`src/rtl/lcd_text_fetch_ctrl_if.sv`:
```
// Character RAM, font ROM and host write bus for the text fetch sequencer.
//   master : the fetch sequencer (drives RAM/ROM addresses, strobes and wr_ack)
//   slave  : the memories and the host write port
// Signals:
//   char_addr/char_rd/char_rdata  character RAM read (rdata one cycle after char_rd)
//   char_we/char_wdata            character RAM write
//   font_addr/font_data           font ROM (data one cycle after address)
//   wr_req/wr_addr/wr_data/wr_ack host write request, held until wr_ack
interface lcd_text_fetch_ctrl_if;
   logic [9:0]  char_addr;
   logic        char_rd;
   logic [7:0]  char_rdata;
   logic        char_we;
   logic [7:0]  char_wdata;
   logic [10:0] font_addr;
   logic [7:0]  font_data;
   logic        wr_req;
   logic [9:0]  wr_addr;
   logic [7:0]  wr_data;
   logic        wr_ack;

   modport master (
      output char_addr, char_rd, char_we, char_wdata, font_addr, wr_ack,
      input  char_rdata, font_data, wr_req, wr_addr, wr_data
   );

   modport slave (
      input  char_addr, char_rd, char_we, char_wdata, font_addr, wr_ack,
      output char_rdata, font_data, wr_req, wr_addr, wr_data
   );
endinterface

```
`src/rtl/lcd_text_fetch_ctrl.sv`:
```
// Text-mode fetch sequencer for the LCD character renderer.
// Looks three pixels ahead of the raster, reads the character code of the next
// 8-pixel cell, addresses the 8x16 glyph row in the font ROM and shifts the
// font byte out one bit per pixel. Host writes share the single-port character
// RAM and only use cycles the display fetch does not need.
// Ports:
//   CLK_PIX, nRST      pixel clock, asynchronous active-low reset
//   horizontal         raster x (0..H_TOTAL-1)
//   vertical           raster y (0..V_TOTAL-1)
//   bus                character RAM / font ROM / host write bus (master side)
//   pixel_on, de       registered pixel and active-video flag, one cycle after
//                      the horizontal value they describe
module lcd_text_fetch_ctrl #(
   parameter int unsigned H_TOTAL  = 525,
   parameter int unsigned H_ACTIVE = 480,
   parameter int unsigned V_TOTAL  = 286,
   parameter int unsigned V_ACTIVE = 272,
   parameter int unsigned COLS     = 60,
   parameter int unsigned ROWS     = 17
) (
   input  logic                        CLK_PIX,
   input  logic                        nRST,
   input  logic [10:0]                 horizontal,
   input  logic [9:0]                  vertical,
   lcd_text_fetch_ctrl_if.master       bus,
   output logic                        pixel_on,
   output logic                        de
);

   typedef enum logic [1:0] {StIdle, StCharRd, StFontRd, StLoad} state_e;

   state_e      state_q, state_d;
   logic [11:0] h_sum, hn;
   logic        h_wrap;
   logic [9:0]  vn;
   logic [5:0]  row;
   logic [6:0]  col;
   logic [9:0]  cell_addr;
   logic        trig_pos, trigger, wr_grant, de_d;
   logic [9:0]  fetch_addr_q;
   logic [3:0]  glyph_row_q;
   logic [10:0] font_addr_q;
   logic [7:0]  shreg_q, shift_src;
   logic        pixel_on_q, de_q, run_q;

   // Lookahead position: the cell starting at hn is fetched three cycles early.
   always_comb begin
      h_sum  = {1'b0, horizontal} + 12'd3;
      h_wrap = h_sum >= 12'(H_TOTAL);
      hn     = h_wrap ? h_sum - 12'(H_TOTAL) : h_sum;
      vn     = vertical;
      if (h_wrap) begin
         vn = (vertical == 10'(V_TOTAL - 1)) ? 10'd0 : vertical + 10'd1;
      end
      row       = vn[9:4];
      col       = hn[9:3];
      cell_addr = 10'({4'd0, row} * 10'(COLS)) + {3'd0, col};
      trig_pos  = (hn[2:0] == 3'd0) && (hn < 12'(H_ACTIVE)) && (vn < 10'(V_ACTIVE)) &&
                  (row < 6'(ROWS));
      trigger   = (state_q == StIdle) && trig_pos;
   end

   // State register
   always_ff @(posedge CLK_PIX or negedge nRST) begin
      if (!nRST) state_q <= StIdle;
      else       state_q <= state_d;
   end

   // Next-state logic
   always_comb begin
      state_d = state_q;
      unique case (state_q)
         StIdle:   if (trig_pos) state_d = StCharRd;
         StCharRd: state_d = StFontRd;
         StFontRd: state_d = StLoad;
         StLoad:   state_d = StIdle;
         default:  state_d = StIdle;
      endcase
   end

   // Output logic; run_q keeps a request held across reset from being acked
   // in the release cycle.
   always_comb begin
      wr_grant       = run_q && bus.wr_req && (state_q != StCharRd) && !trigger;
      bus.char_rd    = 1'b0;
      bus.char_we    = 1'b0;
      bus.char_addr  = 10'd0;
      bus.char_wdata = 8'd0;
      bus.wr_ack     = 1'b0;
      bus.font_addr  = font_addr_q;
      unique case (state_q)
         StCharRd: begin
            bus.char_rd   = 1'b1;
            bus.char_addr = fetch_addr_q;
         end
         StFontRd: bus.font_addr = {bus.char_rdata[6:0], glyph_row_q};
         default: ;
      endcase
      if (wr_grant) begin
         bus.char_we    = 1'b1;
         bus.char_addr  = bus.wr_addr;
         bus.char_wdata = bus.wr_data;
         bus.wr_ack     = 1'b1;
      end
   end

   // In LOAD the fresh font byte bypasses the shift register so pixel 0 of the
   // cell leaves on the same edge the byte is captured.
   always_comb begin
      shift_src = (state_q == StLoad) ? bus.font_data : shreg_q;
      de_d      = (horizontal < 11'(H_ACTIVE)) && (vertical < 10'(V_ACTIVE));
   end

   always_ff @(posedge CLK_PIX or negedge nRST) begin
      if (!nRST) begin
         run_q        <= 1'b0;
         fetch_addr_q <= 10'd0;
         glyph_row_q  <= 4'd0;
         font_addr_q  <= 11'd0;
         shreg_q      <= 8'd0;
         pixel_on_q   <= 1'b0;
         de_q         <= 1'b0;
      end else begin
         run_q <= 1'b1;
         if (trigger) begin
            fetch_addr_q <= cell_addr;
            glyph_row_q  <= vn[3:0];
         end
         font_addr_q <= bus.font_addr;
         shreg_q     <= {shift_src[6:0], 1'b0};
         pixel_on_q  <= shift_src[7] && de_d;
         de_q        <= de_d;
      end
   end

   assign pixel_on = pixel_on_q;
   assign de       = de_q;

endmodule

```
`src/flat_wrapper.sv`:
```
// flat-port wrapper written by rule: the top's interface ports become plain ports
module lcd_text_fetch_ctrl_flat 
#(
   parameter int unsigned H_TOTAL  = 525,
   parameter int unsigned H_ACTIVE = 480,
   parameter int unsigned V_TOTAL  = 286,
   parameter int unsigned V_ACTIVE = 272,
   parameter int unsigned COLS     = 60,
   parameter int unsigned ROWS     = 17
)
  (CLK_PIX, nRST, horizontal, vertical, pixel_on, de, bus_char_addr, bus_char_rd, bus_char_we, bus_char_wdata, bus_font_addr, bus_wr_ack, bus_char_rdata, bus_font_data, bus_wr_req, bus_wr_addr, bus_wr_data);
  lcd_text_fetch_ctrl_if bus_i ();
  input  logic CLK_PIX;
  input  logic nRST;
  input  logic [10:0] horizontal;
  input  logic [9:0] vertical;
  output logic pixel_on;
  output logic de;
  output wire logic [$bits(bus_i.char_addr)-1:0] bus_char_addr;
  output wire logic [$bits(bus_i.char_rd)-1:0] bus_char_rd;
  output wire logic [$bits(bus_i.char_we)-1:0] bus_char_we;
  output wire logic [$bits(bus_i.char_wdata)-1:0] bus_char_wdata;
  output wire logic [$bits(bus_i.font_addr)-1:0] bus_font_addr;
  output wire logic [$bits(bus_i.wr_ack)-1:0] bus_wr_ack;
  input wire logic [$bits(bus_i.char_rdata)-1:0] bus_char_rdata;
  input wire logic [$bits(bus_i.font_data)-1:0] bus_font_data;
  input wire logic [$bits(bus_i.wr_req)-1:0] bus_wr_req;
  input wire logic [$bits(bus_i.wr_addr)-1:0] bus_wr_addr;
  input wire logic [$bits(bus_i.wr_data)-1:0] bus_wr_data;
  assign bus_char_addr = bus_i.char_addr;
  assign bus_char_rd = bus_i.char_rd;
  assign bus_char_we = bus_i.char_we;
  assign bus_char_wdata = bus_i.char_wdata;
  assign bus_font_addr = bus_i.font_addr;
  assign bus_wr_ack = bus_i.wr_ack;
  assign bus_i.char_rdata = bus_char_rdata;
  assign bus_i.font_data = bus_font_data;
  assign bus_i.wr_req = bus_wr_req;
  assign bus_i.wr_addr = bus_wr_addr;
  assign bus_i.wr_data = bus_wr_data;
  lcd_text_fetch_ctrl #(.H_TOTAL(H_TOTAL), .H_ACTIVE(H_ACTIVE), .V_TOTAL(V_TOTAL), .V_ACTIVE(V_ACTIVE), .COLS(COLS), .ROWS(ROWS)) u_core (.CLK_PIX(CLK_PIX), .nRST(nRST), .horizontal(horizontal), .vertical(vertical), .bus(bus_i), .pixel_on(pixel_on), .de(de));
endmodule
```
`config.mk`:
```
export PLATFORM = sky130hd
export DESIGN_NAME = lcd_text_fetch_ctrl_flat
export DESIGN_NICKNAME = d
export VERILOG_FILES = /design/src/rtl/lcd_text_fetch_ctrl_if.sv /design/src/rtl/lcd_text_fetch_ctrl.sv /design/src/flat_wrapper.sv
export SDC_FILE = /design/constraint.sdc
export NUM_CORES = 1
export LEC_CHECK = 0
export ABC_AREA = 1
export CAP_MARGIN = 10
export CORE_ASPECT_RATIO = 0.9
export CORE_MARGIN = 5
export CORE_UTILIZATION = 40
export CTS_CLUSTER_DIAMETER = 50
export DETAILED_ROUTE_END_ITERATION = 8
export DONT_BUFFER_PORTS = 1
export GPL_TIMING_DRIVEN = 0
export SETUP_SLACK_MARGIN = 0.02
export SKIP_CTS_REPAIR_TIMING = 1
export SYNTH_ARGS = -nofsm -noshare
export SYNTH_HDL_FRONTEND = slang
export SYNTH_SLANG_ARGS = --single-unit
```
`constraint.sdc`:
```
create_clock -name CLK_PIX -period 11.9 [get_ports CLK_PIX]
set_input_delay 2.38 -clock CLK_PIX [delete_from_list [all_inputs] [get_ports CLK_PIX]]
set_output_delay 2.38 -clock CLK_PIX [all_outputs]
set_load 0.03 [all_outputs]
```
* After elaboration in Yosys (flattened, before gate mapping) *
Cells that the tools add are included.
Widths: inputs -> output; s select.

cells by class
  add/subtract/negate cells = 4
  $mul = 1
  magnitude comparators = 6
  equality and inequality tests = 6
  mux-type cells = 12
  reductions and logical operators = 12

operators with widths
  kind                    number
  $mux 10                 4
  $lt 10x9->1 const B     2
  $mux 8                  2
  $add 11x2->12 const B   1
  $ge 12x10->1 const B    1
  $lt 12x9->1 const B     1
  $mux 12                 1
  $sub 12x10->12 const B  1
  $lt 11x9->1 const B     1
  $mux 11                 1
  $add 10x1->10 const B   1
  $add 10x7->10           1
  $eq 10x9->1 const B     1
  $logic_and 1x1->1       9
  $mul 6x4->8 const B     1
  $pmux 2 s4              1
  $lt 6x5->1 const B      1
  $eq 2x2->1 const B      2
  $ne 2x1->1 const B      2
  $logic_not 3->1         1
  $eq 2x1->1 const B      1
  $logic_not 2->1         1
  $mux 1                  2
  $mux 2                  1
  $logic_not 1->1         1

storage, ports and cells
  register bits = 37
  input port bits = 58
  output and inout bits = 34
  word-level logic and storage cells = 49

* Depth between registers and ports, before layout *
  depth after elaboration = 11
  depth in mapped cells = 30
  gate-level depth less buffers = 30

* Worst setup path after synthesis *
OpenSTA, ideal clock, no wires.

  kind = input to output
  start = input horizontal[1]
  end = output bus_wr_ack
  arrival = 6.039 ns
  data required time = 9.520 ns
  setup slack = 3.481 ns
  cell stages on the path = 28
  buffers on the path = 2
  cells stage by stage = inv_1 > ha_1 > inv_1 > nand2_1 > nand2_1 > inv_1 > nand4_1 > nand2_1 > nor2_4 > nand2_4 > nand2_4 > or2_1 > or2_1 > nor2_1 > nand2_1 > xor2_1 > inv_1 > ha_1 > a21boi_0 > o21ai_0 > nor2_1 > nand2_1 > nor2_2 > nand4_2 > buf_6 > nand2_2 > inv_1 > buf_4

between the ends
  longest elaborated chain between the ends = 11
  elaborated cells on any way between the ends = 16
  classes of those cells = 2 x add/sub; 4 x order compare; 3 x mux; 7 x reduce/logical

RTL lines
  what                                                   line                                                  source
  from (decl)                                            flat_wrapper.sv:15                                    input logic [10:0] horizontal;
  $add 11x2->12 *                                        lcd_text_fetch_ctrl.sv:48                             h_sum = {1'b0, horizontal} + 12'd3;
  $sub 12x10->12 / $ge 12x10->1 (equally long branches)  lcd_text_fetch_ctrl.sv:50, lcd_text_fetch_ctrl.sv:49
  $mux 12                                                lcd_text_fetch_ctrl.sv:50                             hn = h_wrap ? h_sum - 12'(H_TOTAL) : h_sum;
  $lt 12x9->1 / $logic_not 3->1 (equally long branches)  lcd_text_fetch_ctrl.sv:58                             trig_pos = (hn[2:0] == 3'd0) && (hn < 12'(H_ACTIVE)) && (vn < 10'(V_ACTIVE)) &&
  $logic_and 1x1->1 (2 in series)                        lcd_text_fetch_ctrl.sv:58
  $logic_and 1x1->1 *                                    lcd_text_fetch_ctrl.sv:58
  $logic_and 1x1->1 *                                    lcd_text_fetch_ctrl.sv:60                             trigger = (state_q == StIdle) && trig_pos;
  $logic_not 1->1 *                                      lcd_text_fetch_ctrl.sv:84                             wr_grant = run_q && bus.wr_req && (state_q != StCharRd) && !trigger;
  $logic_and 1x1->1 *                                    lcd_text_fetch_ctrl.sv:84
  $mux 1 *                                               -
  to (decl)                                              flat_wrapper.sv:24                                    output wire logic [$bits(bus_i.wr_ack)-1:0] bus_wr_ack;

Mark *: on every way between the ends. The rest lies on a longest branch, timed or not.

* Worst setup path after layout *
Ends and elaborated chain as after synthesis.

==> results.py <==
metrics = {
    "drt": {
        "drtIter0Drc": 173,
        "ant_nets": 0,
        "drc": 0,
        "first_pass_iters": 4,
        "avgRoutedWirePerCell_um": 12.7,
        "via_count": 3178,
        "viasPerCell": 4.86,
        "routed_wl_mm": 8.31,
    },
    "final_layout": {
        "multi_input_area_mm2": 0.00229,
        "seq_area_um2": 926,
        "drive_gt1_frac": 0.0991,
        "fin_area_mm2": 0.00389,
        "utilization": 0.447,
        "diodes": 0,
        "area_growth_syn_to_layout_pct": 7.84,
        "final.fill_count": 893,
        "final_nets": 628,
        "final_cells": 654,
    },
    "yosys": {
        "synth_area_leader_cell": "dfrtp_1",
        "yosysWarnings": 0,
        "synth_seq_cells": 37,
        "ys.flop_type": "dfrtp_1",
        "syn_area_per_cell_um2": 6.84,
        "synthTopCellsByArea": "dfrtp_1, nand2_1, ha_1",
        "synth.distinct_cells": 37,
        "syn_area_mm2": 0.00360,
        "ys_async_sr_fraction": 1.00,
        "yosysSeqAreaShare": 0.257,
        "synth_edf_count": 0,
        "syn_inst": 527,
        "postSynthNetCount": 621,
        "synth_top_area_share": 0.257,
    },
    "cts": {
        "clkSlewWorstSetupHoldPaths_ns": 0.07,
        "ctsLongestPathBuffers": 2,
        "numCtsBuffers": 5,
        "cts-root-buf": "clkbuf_8",
        "htreeDepth": 2,
        "clock-sinks": 37,
        "clk_latency_ns": 0.28,
        "tritoncts": "done",
    },
    "worst_setup_path": {
        "cp.arrival_ns": 6.72,
        "reg2reg_to": "u_core.font_addr_q[8]",
        "worstRegToRegCells": 6,
        "crit_path_end": "bus_wr_ack",
        "crit_path_start": "horizontal[1]",
        "critPathMaxFanout": 10,
        "r2r_start": "u_core.state_q[0]",
        "critPathRequiredTime_ns": 9.52,
        "r2r_slack_ns": 10.24,
        "cp-end-kind": "output pin",
        "critPathKind": "in -> out",
        "critPathLaunchType": "input port",
    },
    "sta": {
        "hold_violations": 0,
        "worstMarginPinSlew_ns": 0.776,
        "finalSetupViolations": 0,
        "skew_ns": 0.00377,
        "rsz0062_at_grt": "false",
        "setup_tns_ns": 0,
        "clock.fmax_mhz": 110,
        "min_period_ns": 9.10,
        "finalMaxSlewViolations": 0,
        "fin_crit_sh": 0.765,
        "worst_slew_margin_rel": 0.478,
    },
    "die": {
        "die_area_mm2": 0.0110,
        "die_height_um": 100,
        "io_pins": 92,
        "coreArea_mm2": 0.00869,
        "initial_core_util": 0.415,
        "rows": 32,
        "die_x_um": 110,
    },
    "power_and_ir_drop": {
        "peakVddDrop_mv": 0.118,
        "leakagePower_nw": 2.16,
        "p_per_area_mw_per_mm2": 174,
        "p_total_mw": 0.677,
    },
    "global_routing": {
        "grt_pass1_vias": 3021,
        "grt_max_degree": 38,
        "grt_pass1_wl_mm": 14.0,
        "grt-ovfl-total": 0,
        "antenna_found_initial": 0,
        "grt_usage": 0.155,
    },
    "worst_hold_path": {
        "worstHoldPathType": "reg -> reg",
    },
    "status": {
        "outcome": "complete, no violations",
    },
    "place": {
        "postPlaceCellArea_mm2": 0.00375,
        "gp_congestion": 0.897,
        "dp_cells": 646,
        "place.detailed.hpwl_mm": 7.04,
        "numPortBuffers": 0,
    },
    "run": {
        "maxCapViolCount": 0,
    },
}
## registers in the layout (all words and copies together) (netlist names)
signal and count:
u_core.de 1, u_core.shreg_q 7, u_core.run_q 1, u_core.glyph_row_q 4, u_core.pixel_on 1, u_core.state_q 2
u_core.fetch_addr_q 10, u_core.font_addr_q 11
## critical path, cell delays in order
cell	delay, ns
inv_1	0.07
ha_1	0.22
inv_1	0.05
nand2_1	0.15
nand2_1	0.13
inv_1	0.10
nand4_1	0.10
nand2_1	0.12
nor2_4	0.06
nand2_4	0.08
nand2_4	0.09
or2_1	0.24
or2_1	0.23
nor2_1	0.12
nand2_1	0.07
xor2_1	0.55
inv_1	0.21
ha_1	0.26
a21boi_0	0.18
o21ai_0	0.10
nor2_1	0.13
nand2_1	0.08
nor2_2	0.15
nand4_2	0.12
buf_6	0.17
nand2_2	0.14
inv_1	0.18
buf_4	0.22
## how the worst min path moves through the flow
| stage | slack [ns] | cells after the start | end | start |
|---|---|---|---|---|
| 2_1_floorplan | 0.42 | 2 | u_core.shreg_q[2] | u_core.shreg_q[1] |
| 3_3_place_gp | 0.42 | 2 | u_core.shreg_q[6] | u_core.shreg_q[5] |
| 3_5_place_dp | 0.44 | 2 | u_core.shreg_q[7] | u_core.shreg_q[6] |
| 4_1_cts | 0.45 | 2 | u_core.shreg_q[7] | u_core.shreg_q[6] |
| 5_1_grt | 0.47 | 2 | u_core.shreg_q[6] | u_core.shreg_q[5] |
| 6_report | 0.45 | 2 | u_core.shreg_q[7] | u_core.shreg_q[6] |
## area by class of cell
cell class                 instances  area share
buffer                            11      0.0164
clock buffer                       5      0.0177
clock inverter                     3      0.0167
inverter                          86      0.0830
multi-input combinational        393       0.590
sequential                        37       0.238
tap                              119      0.0383
## Yosys cell counts (2+ instances only)
library cell  instances
a21boi_0              2
nor2_1               30
buf_2                 3
nor4_1                2
xor2_1               12
fa_1                 10
or2_2                 2
ha_1                 26
inv_2                 3
or2_1                 2
o21ai_0              17
nand2_4               3
xnor2_1               4
nor2_2                5
dfrtp_1              37
o21ai_1              12
nand2_2               8
buf_6                 2
nor2_4                3
inv_1                83
a21oi_1              11
nand3_1              30
nand2_1             183
clkbuf_1              5
nand3_2              10
nand4_1              11
## cells in the final DEF (no fill, tap or decap), types with 3 or more instances in the layout
master	n
nor2_4	3
o21ai_1	12
fa_1	10
clkbuf_1	5
nor2_1	30
dfrtp_1	37
buf_2	3
nand2_2	8
xnor2_1	4
nand3_2	10
nand2_4	3
ha_1	26
inv_2	3
nand2_1	183
xor2_1	12
nor2_2	5
o21ai_0	17
inv_1	83
nand3_1	30
a21oi_1	11
clkbuf_8	5
nand4_1	11
## power by group
| part | total (mW) | internal (mW) | switching [mW] | leakage, nW |
|---|---|---|---|---|
| combinational | 0.359 | 0.105 | 0.254 | 1.61 |
| clock | 0.126 | 0.0832 | 0.0427 | 0.0681 |
| sequential | 0.192 | 0.172 | 0.0201 | 0.480 |
## logic make-up (layout without fill, tap and decap cells)
logic type / after synthesis / in the layout / share of synthesized area
AO/OA/AOI/OAI: 46 / 46 / 0.0705
other: 1 / 1 / 0.00104
buffers and inverters: 97 / 105 / 0.107
XOR/XNOR: 16 / 16 / 0.0389
adder cells (fa/ha/maj): 36 / 36 / 0.146
flip-flops: 37 / 37 / 0.257
AND/OR/NAND/NOR: 294 / 294 / 0.380
## metal layers
layer  GRT usage  vias up  wire length [um]
met5           0        -                 0
met4      0.0316        0                76
met3      0.0392        5               789
met2       0.253      103              3710
met1       0.208     1427              3730
li1            -     1643                 -
## through the flow
step                hold WS [ns]  worst slack [ns]
finish                     0.447              2.80
global route               0.468              2.32
CTS                        0.451              2.76
detailed placement         0.435              2.78
global placement           0.425              2.82
floorplan                  0.418              3.48
Power figures use the tool's default switching activity.
